==> src/rtl/apb_arbiter.sv <==
// rtl/apb_arbiter.sv - two-port round-robin APB master arbiter with access timeout
module apb_arbiter #(
    parameter int ADDR_WIDTH = 32,
    parameter int DATA_WIDTH = 32,
    parameter int TIMEOUT    = 255
) (
    input  logic                  pclk,
    input  logic                  presetn,
    input  logic                  m0_req,
    input  logic [ADDR_WIDTH-1:0] m0_addr,
    input  logic [DATA_WIDTH-1:0] m0_wdata,
    input  logic                  m0_write,
    input  logic [3:0]            m0_stb,
    output logic                  m0_ack,
    output logic [DATA_WIDTH-1:0] m0_rdata,
    output logic                  m0_err,
    input  logic                  m1_req,
    input  logic [ADDR_WIDTH-1:0] m1_addr,
    input  logic [DATA_WIDTH-1:0] m1_wdata,
    input  logic                  m1_write,
    input  logic [3:0]            m1_stb,
    output logic                  m1_ack,
    output logic [DATA_WIDTH-1:0] m1_rdata,
    output logic                  m1_err,
    output logic                  psel,
    output logic                  penable,
    output logic                  pwrite,
    output logic [ADDR_WIDTH-1:0] paddr,
    output logic [DATA_WIDTH-1:0] pdata,
    output logic [3:0]            pstb,
    input  logic [DATA_WIDTH-1:0] prdata,
    input  logic                  pready,
    input  logic                  perr
);

    localparam int CNT_W = (TIMEOUT > 1) ? $clog2(TIMEOUT + 1) : 1;
    localparam logic [CNT_W-1:0] TO_VAL = CNT_W'(TIMEOUT);

    typedef enum logic [1:0] {IDLE, SETUP, ACCESS} state_t;

    state_t                state_q, state_d;
    logic                  last_q, last_d;
    logic                  gnt_q, gnt_d;
    logic [CNT_W-1:0]      cnt_q, cnt_d;
    logic                  psel_q, psel_d;
    logic                  penable_q, penable_d;
    logic                  pwrite_q, pwrite_d;
    logic [ADDR_WIDTH-1:0] paddr_q, paddr_d;
    logic [DATA_WIDTH-1:0] pdata_q, pdata_d;
    logic [3:0]            pstb_q, pstb_d;
    logic                  ack0_q, ack0_d, ack1_q, ack1_d;
    logic                  err0_q, err0_d, err1_q, err1_d;
    logic [DATA_WIDTH-1:0] rdata0_q, rdata0_d, rdata1_q, rdata1_d;

    logic                  elig0, elig1, pick;
    logic                  done, done_err;
    logic [DATA_WIDTH-1:0] done_rdata;
    logic [CNT_W-1:0]      cnt_inc;

    // A port in its ack cycle is not eligible, so the other port wins that IDLE cycle.
    assign elig0   = m0_req && !ack0_q;
    assign elig1   = m1_req && !ack1_q;
    assign cnt_inc = cnt_q + 1'b1;

    always_comb begin
        state_d    = state_q;
        last_d     = last_q;
        gnt_d      = gnt_q;
        cnt_d      = cnt_q;
        psel_d     = psel_q;
        penable_d  = penable_q;
        pwrite_d   = pwrite_q;
        paddr_d    = paddr_q;
        pdata_d    = pdata_q;
        pstb_d     = pstb_q;
        ack0_d     = 1'b0;
        ack1_d     = 1'b0;
        err0_d     = 1'b0;
        err1_d     = 1'b0;
        rdata0_d   = rdata0_q;
        rdata1_d   = rdata1_q;
        pick       = 1'b0;
        done       = 1'b0;
        done_err   = 1'b0;
        done_rdata = '0;

        case (state_q)
            IDLE: begin
                if (elig0 || elig1) begin
                    pick     = (elig0 && elig1) ? ~last_q : elig1;
                    gnt_d    = pick;
                    last_d   = pick;
                    paddr_d  = pick ? m1_addr  : m0_addr;
                    pdata_d  = pick ? m1_wdata : m0_wdata;
                    pwrite_d = pick ? m1_write : m0_write;
                    pstb_d   = pick ? m1_stb   : m0_stb;
                    psel_d   = 1'b1;
                    state_d  = SETUP;
                end
            end
            SETUP: begin
                penable_d = 1'b1;
                state_d   = ACCESS;
            end
            ACCESS: begin
                cnt_d = cnt_inc;
                if (pready) begin
                    done       = 1'b1;
                    done_err   = perr;
                    done_rdata = prdata;
                end else if ((TIMEOUT != 0) && (cnt_inc == TO_VAL)) begin
                    done       = 1'b1;
                    done_err   = 1'b1;
                end
                if (done) begin
                    psel_d    = 1'b0;
                    penable_d = 1'b0;
                    cnt_d     = '0;
                    state_d   = IDLE;
                    if (gnt_q) begin
                        ack1_d = 1'b1;
                        err1_d = done_err;
                        if (!pwrite_q) rdata1_d = done_rdata;
                    end else begin
                        ack0_d = 1'b1;
                        err0_d = done_err;
                        if (!pwrite_q) rdata0_d = done_rdata;
                    end
                end
            end
            default: begin
                psel_d    = 1'b0;
                penable_d = 1'b0;
                cnt_d     = '0;
                state_d   = IDLE;
            end
        endcase
    end

    always_ff @(posedge pclk or negedge presetn) begin
        if (!presetn) begin
            state_q   <= IDLE;
            last_q    <= 1'b1;
            gnt_q     <= 1'b0;
            cnt_q     <= '0;
            psel_q    <= 1'b0;
            penable_q <= 1'b0;
            pwrite_q  <= 1'b0;
            paddr_q   <= '0;
            pdata_q   <= '0;
            pstb_q    <= '0;
            ack0_q    <= 1'b0;
            ack1_q    <= 1'b0;
            err0_q    <= 1'b0;
            err1_q    <= 1'b0;
            rdata0_q  <= '0;
            rdata1_q  <= '0;
        end else begin
            state_q   <= state_d;
            last_q    <= last_d;
            gnt_q     <= gnt_d;
            cnt_q     <= cnt_d;
            psel_q    <= psel_d;
            penable_q <= penable_d;
            pwrite_q  <= pwrite_d;
            paddr_q   <= paddr_d;
            pdata_q   <= pdata_d;
            pstb_q    <= pstb_d;
            ack0_q    <= ack0_d;
            ack1_q    <= ack1_d;
            err0_q    <= err0_d;
            err1_q    <= err1_d;
            rdata0_q  <= rdata0_d;
            rdata1_q  <= rdata1_d;
        end
    end

    assign psel     = psel_q;
    assign penable  = penable_q;
    assign pwrite   = pwrite_q;
    assign paddr    = paddr_q;
    assign pdata    = pdata_q;
    assign pstb     = pstb_q;
    assign m0_ack   = ack0_q;
    assign m1_ack   = ack1_q;
    assign m0_err   = err0_q;
    assign m1_err   = err1_q;
    assign m0_rdata = rdata0_q;
    assign m1_rdata = rdata1_q;

endmodule

==> config.mk <==
export PLATFORM = sky130hd
export DESIGN_NAME = apb_arbiter
export DESIGN_NICKNAME = d
export VERILOG_FILES = /design/src/rtl/apb_arbiter.sv
export SDC_FILE = /design/constraint.sdc
export NUM_CORES = 1
export LEC_CHECK = 0
export ABC_AREA = 1
export CORE_MARGIN = 2
export CORE_UTILIZATION = 30
export DETAILED_ROUTE_END_ITERATION = 10
export SLEW_MARGIN = 20
export SYNTH_ARGS = -nofsm -noshare
export SYNTH_HDL_FRONTEND = slang
export SYNTH_SLANG_ARGS = --single-unit
==> constraint.sdc <==
create_clock -name pclk -period 1.9 [get_ports pclk]
set_input_delay 0.19 -clock pclk [delete_from_list [all_inputs] [get_ports pclk]]
set_output_delay 0.19 -clock pclk [all_outputs]
set_load 0.02 [all_outputs]
# Yosys cells after proc, flatten, opt, wreduce, memory -nomap -nowiden
# Index checks and enable logic that the tools add are counted.
[totals]
regBits = 151
in_bits = 176
output_inout_bits = 139
elab_cells = 72
[classes]
add_sub_neg = 1
n_eq_ne = 5
muxes = 31
n_bitwise = 5
n_reduce_logical = 14
[ops]
columns = ["operator", "n"]
rows = [
  ["two-way mux 32 bit", 3],
  ["two-way mux 1 bit", 20],
  ["case mux 8 bit (2 select lines)", 1],
  ["adder 8 x 1 -> 8 bit, second input constant", 1],
  ["== test 8 bit, second input constant", 1],
  ["two-way mux 8 bit", 1],
  ["AND reduction 4 bit", 2],
  ["case mux 1 bit (3 select lines)", 2],
  ["case mux 2 bit (3 select lines)", 1],
  ["AND reduction 2 bit", 3],
  ["NOT 1 bit", 5],
  ["two-way mux 2 bit", 2],
  ["two-way mux 4 bit", 1],
  ["!= test 2 bit, second input constant", 2],
  ["logical AND 1 bit", 3],
  ["AND reduction 3 bit", 1],
  ["== test 2 x 1 -> 1 bit, second input constant", 1],
  ["== test 2 bit, second input constant", 1],
  ["zero test 1 bit", 2],
  ["zero test 2 bit", 1],
  ["OR reduction 2 bit", 1],
  ["logical OR 1 bit", 1],
]

# Logic depth before layout (Yosys ltp)
[logic_depth]
word_depth = 7
ltp_mapped = 13
depth_no_buf = 12

# Least setup slack after synthesis
# No wires, ideal clock.
[synth_path]
path_type = "register to register"
startpoint = "register cnt_q[0]"
endpoint = "register rdata1_q[23] (netlist: m1_rdata[23])"
setup_time_ps = 119
arrival_ps = 1642
t_required_ps = 1781
setup_slack_ps = 139
path_stages_with_launch = 12
path_buffers = 1
period_less_slack_ps = 1761
path_cell_list = "dfrtp_1 ha_1 nand3_1 o21ai_0 nand2_1 nor2_2 nand2_2 nand2_4 nand3_4 buf_6 nand2_1 o21ai_2"
[synth_via]
elab_chain_cells = 6
[synth_rtl]
columns = ["item", "line", "text"]
rows = [
  ["from (decl)", "44", "logic [CNT_W-1:0] cnt_q, cnt_d;"],
  ["from (signal assigned)", "162", "cnt_q <= cnt_d;"],
  ["adder 8 x 1 -> 8 bit", "63", "assign cnt_inc = cnt_q + 1'b1;"],
  ["== test 8 bit", "111", "end else if ((TIMEOUT != 0) && (cnt_inc == TO_VAL)) begin"],
  ["two-way mux 1 bit", "111", ""],
  ["two-way mux 1 bit", "107", "if (pready) begin"],
  ["two-way mux 1 bit", "87", "case (state_q)"],
  ["AND reduction 4 bit (no source line)", "-", ""],
  ["to (signal assigned)", "174", "rdata1_q <= rdata1_d;"],
  ["to (decl)", "53", "logic [DATA_WIDTH-1:0] rdata0_q, rdata0_d, rdata1_q, rdata1_d;"],
]
# Every way passes these cells. The select of a mux whose other input is x is not followed.
# A chain may end at the register's enable or synchronous reset.

# Final worst setup path
[layout_path]
startpoint = "register cnt_q[0]"
endpoint = "register rdata0_q[21] (netlist: m0_rdata[21])"
[layout_via]
elab_chain_cells = 6
[layout_rtl]
columns = ["item", "line", "text"]
rows = [
  ["adder 8 x 1 -> 8 bit", "63", ""],
  ["== test 8 bit", "111", ""],
  ["two-way mux 1 bit", "111", ""],
  ["two-way mux 1 bit", "107", ""],
  ["two-way mux 1 bit", "87", ""],
  ["AND reduction 4 bit (no source line)", "-", ""],
  ["to (signal assigned)", "173", "rdata0_q <= rdata0_d;"],
  ["to (decl)", "53", ""],
]
# Every way passes these cells. The select of a mux whose other input is x is not followed.

==> impl.org <==
** Place
- The congestion estimate from routability-driven global placement came to 0.8762.
- The HPWL after detailed placement is 15740 um.
- Buffers placed on the I/O ports in this run total 314.
- Worst slack, placed :: 0.06065 ns
- Number of instances in the placed design :: 1302
- The placed instances occupy a cell area of 10170 um^2.

** Route
- Routed via count :: 6185
- The detail route stage leaves a number of antenna-violating nets equal to 0.
- Iteration-0 DRC count of the detailed router :: 288
- Aggregate routed wire length :: 21810 um
- Detailed-route wire length per cell :: 16.34 um
- In the routed layout, each cell is associated on average with a via count of 4.633.
- DR pass1 iterations :: 4
- DR DRC count :: 0

** Worst setup path
- For the worst setup path, the data arrival time is 2.18 ns.
- Largest stage delay on the critical path :: 0.39 ns
- Broken down by cell family, the worst path's largest delay share belongs to simple AND/OR/NAND/NOR gates.
- R2R Path Start :: cnt_q[0]
- Largest driver fanout on the critical path :: 46
- Endpoint kind of the worst setup timing path :: register
- Cell with the largest stage delay on the worst path :: sky130_fd_sc_hd__dfrtp_1
- The worst setup path is launched from a register.
- Most used cell, CP :: sky130_fd_sc_hd__nand2_1
- Crit Path Class :: register to register
- Number of buffers and inverters on the critical path :: 1
- The worst register-to-register path has a setup slack of 0.03 ns.
- At the worst endpoint, the required time is 2.20 ns.
- The critical path starts at cnt_q[0].
- Traced cell by cell, the critical path runs through ha_2, nand3_1, o21ai_0, nand2_1, nor2_2, nand2_2, nand2_4, nand3_4, buf_12, nand2_1, o21ai_2.

** Timing
- Total count of max-transition violations in the final report :: 0
- Setup clock skew after layout :: 0.008076 ns
- Worst-margin pin slew :: 0.5064 ns
- Fin crit period :: 1.870 ns
- PnR worst setup slack :: 0.02969 ns
- Share of the cycle needed by the critical path after routing :: 98.44%
- Headroom to the max-slew limit came out at 66.24%.
- Highest achievable clock rate :: 534.7 MHz
- Total count of hold-check failures in the final report :: 0
- Count of final setup violators :: 0
- Setup repair after global routing could not meet its margin everywhere.

** Yosys
- Sequential cells were found to cover 57.22% of the synthesized design area.
- Most repeated cell in the gate-level netlist after synthesis :: sky130_fd_sc_hd__nand2_1
- Net count after synthesis :: 903
- Counting flops and latches in the post-synthesis netlist gives 151.
- Most common library cells after synthesis :: sky130_fd_sc_hd__nand2_1 (195), sky130_fd_sc_hd__dfrtp_1 (150), sky130_fd_sc_hd__a21oi_1 (136)
- Async S/R FF share, synth :: 100.0%
- Cell taking the most area after synthesis :: sky130_fd_sc_hd__dfrtp_1
- Yosys mapped a number of flops with a built-in enable equal to 0.
- Ranked by total cell area, the synthesized netlist is headed by sky130_fd_sc_hd__dfrtp_1 (57%), sky130_fd_sc_hd__nand2_1 (11%), sky130_fd_sc_hd__a21oi_1 (10%).
- Most instantiated flip-flop cell in the synthesis netlist :: sky130_fd_sc_hd__dfrtp_1
- Area fraction of the dominant cell type after synthesis :: 56.82%
- Synthesized netlist cell count :: 725
- Yosys mapped the design onto 24 distinct sky130hd cell types.
- After synthesis, the mean cell area works out to 9.112 um^2.
- Warnings, synthesis :: 0
- The cell area that synthesis handed to floorplanning was 6606 um^2.

** Clocking
- TritonCTS created 17 clock buffers.
- CTS tree :: yes
- Buffers from clock root to sink, at most :: 2
- After clock tree synthesis, the clock-pin slew on the worst setup and hold paths is 0.06 ns.
- Root Driver :: sky130_fd_sc_hd__clkbuf_16
- The H-tree was split into 4 levels.
- For the worst-skew pair, the clock arrives at the later sink with an insertion delay of 0.42 ns.
- For this design, the sink count on the clock tree is 151.

** Finish
- Filler Cell Count :: 2073
- Summing all non-filler instances in the final layout gives an area of 10840 um^2.
- Ratio of cells with drive above 1 in the final layout :: 14.69%
- After the last flow step, the layout net total stands at 1221.
- The number of antenna diodes in the final layout is 0.
- After the flow finishes, the layout carries non-filler instances totaling 1335.
- Area delta synth->final :: 64.07%

** Global routing
- Total Routing Usage GR :: 18.65%
- The via count of the first global-routing pass was 6294.
- Maximum number of pins on one net before global-route repair :: 68
- The number of antenna violations at the first check in global routing is 0.
- GRT overflow :: 0
- The first global-routing pass estimated 34540 um of wire.

** Die
- DIE AREA :: 23220 um^2
- For this configuration, the core starts out at a cell density of 30.46%.
- The die is 152.4 um wide.
- Row cnt :: 54
- Chip height :: 152.4 um
- Core Area :: 21690 um^2
- Pin placement for this block handled 315 I/O pins.

** Run status
- The flow ran to the end, and the final reports show no timing, DRC or antenna violations.

** Min path
- Worst hold path type :: input port to asynchronous set/reset pin

** Run
- Max-cap violations in this run came to 0.

** Pwr
- Power Dens Cells :: 1528 nW/um^2
- Across the VDD grid, the largest voltage drop is 0.7720 mV.
- The analysis attributes to cell leakage a power of 4.565 nW.
==> area by class of cell <==
class / instances / area [um^2] / area share [%]
inverters: 16 / 60.06 / 0.5541
flip-flops and latches: 151 / 3780 / 34.87
repair buffers: 345 / 3496 / 32.25
clock inverters: 12 / 141.4 / 1.304
well taps: 280 / 350.3 / 3.232
multi-input cells: 512 / 2559 / 23.61
clock buffers: 19 / 452.9 / 4.179
==> per-layer routing <==
layer,wire length (um),GRT usage [%]
met1,9466,23.53
met2,10140,30.07
met3,2017,7.793
met4,189,4.050
met5,0,0
==> worst register-to-register path, stage by stage, from the launching register on <==
cell                      delay [ns]
sky130_fd_sc_hd__dfrtp_1        0.39
sky130_fd_sc_hd__ha_2           0.22
sky130_fd_sc_hd__nand3_1        0.11
sky130_fd_sc_hd__o21ai_0        0.17
sky130_fd_sc_hd__nand2_1        0.10
sky130_fd_sc_hd__nor2_2         0.12
sky130_fd_sc_hd__nand2_2        0.08
sky130_fd_sc_hd__nand2_4        0.09
sky130_fd_sc_hd__nand3_4        0.09
sky130_fd_sc_hd__buf_12         0.20
sky130_fd_sc_hd__nand2_1        0.16
sky130_fd_sc_hd__o21ai_2        0.06
==> placed cells by master, fill, tap and decap left out, types with 3 or more instances in the layout <==
master and instances:
sky130_fd_sc_hd__nand3_1 9, sky130_fd_sc_hd__buf_4 20, sky130_fd_sc_hd__o21ai_1 9, sky130_fd_sc_hd__inv_6 4
sky130_fd_sc_hd__clkinv_4 3, sky130_fd_sc_hd__o22ai_1 6, sky130_fd_sc_hd__buf_12 9, sky130_fd_sc_hd__clkdlybuf4s50_1 313
sky130_fd_sc_hd__inv_2 3, sky130_fd_sc_hd__nand2_1 174, sky130_fd_sc_hd__nor2_2 4, sky130_fd_sc_hd__nor2_1 78
sky130_fd_sc_hd__a21oi_1 136, sky130_fd_sc_hd__o21ai_2 56, sky130_fd_sc_hd__inv_1 13, sky130_fd_sc_hd__clkbuf_16 17
sky130_fd_sc_hd__o21ai_0 5, sky130_fd_sc_hd__nand2_2 25, sky130_fd_sc_hd__nor3_1 3, sky130_fd_sc_hd__dfrtp_1 150
==> through the flow <==
| step | utilization [%] | hold slack [ns] | TNS [ns] | power, mW |
|---|---|---|---|---|
| 6_report | 49.98 | 0.2996 | 0 | 16.56 |
| 4_1_cts | 49.68 | 0.2931 | 0 | 16.69 |
| 3_3_place_gp | 46.90 | 0.1818 | 0 | 13.08 |
| 2_1_floorplan | - | -0.1056 | 0 | 9.175 |
| 5_1_grt | 49.98 | 0.3082 | -3.398 | 17.55 |
| 3_5_place_dp | 46.90 | 0.1794 | 0 | 13.15 |
==> final timing paths <==
path | endpoint | cells after the start
max in group asynchronous | paddr[14] | 3
min in group pclk | pdata[0] | 3
max | m0_rdata[21] | 11
min | m1_rdata[7] | 2
max reg2reg | m0_rdata[21] | 11
min reg2reg | last_q | 2
==> timing repair <==
action	4_1_cts	5_1_grt
setup endpoints to repair	0	69
hold endpoints to repair	44	0
hold buffers	1	0
buffers inserted	0	1
gates resized for setup	0	23
==> where the power goes <==
group          internal [mW]  switching [mW]  leakage [nW]
combinational           3.57            4.29          2.42
sequential              4.49           0.744          1.86
clock                   2.02            1.44         0.287
total                   10.1            6.48          4.57
==> flip-flops by register name, summed over array words and instances, names as in the netlist, 2 cells and up <==
signal	cells
pstb	4
cnt_q	8
m0_rdata	32
paddr	32
pdata	32
state_q	2
m1_rdata	32
==> cell families (layout without fill, tap and decap cells) <==
logic type,count (synthesis),in the layout,share of synthesized area [%]
fa+ha+maj,2,2,0.3787
buf+inv,62,392,4.924
compound gates,212,212,19.36
xor+xnor,1,1,0.1326
flops,151,151,57.22
simple gates,296,296,17.84
mux,1,1,0.1515
Note: power is estimated with default switching activity, not from simulation.
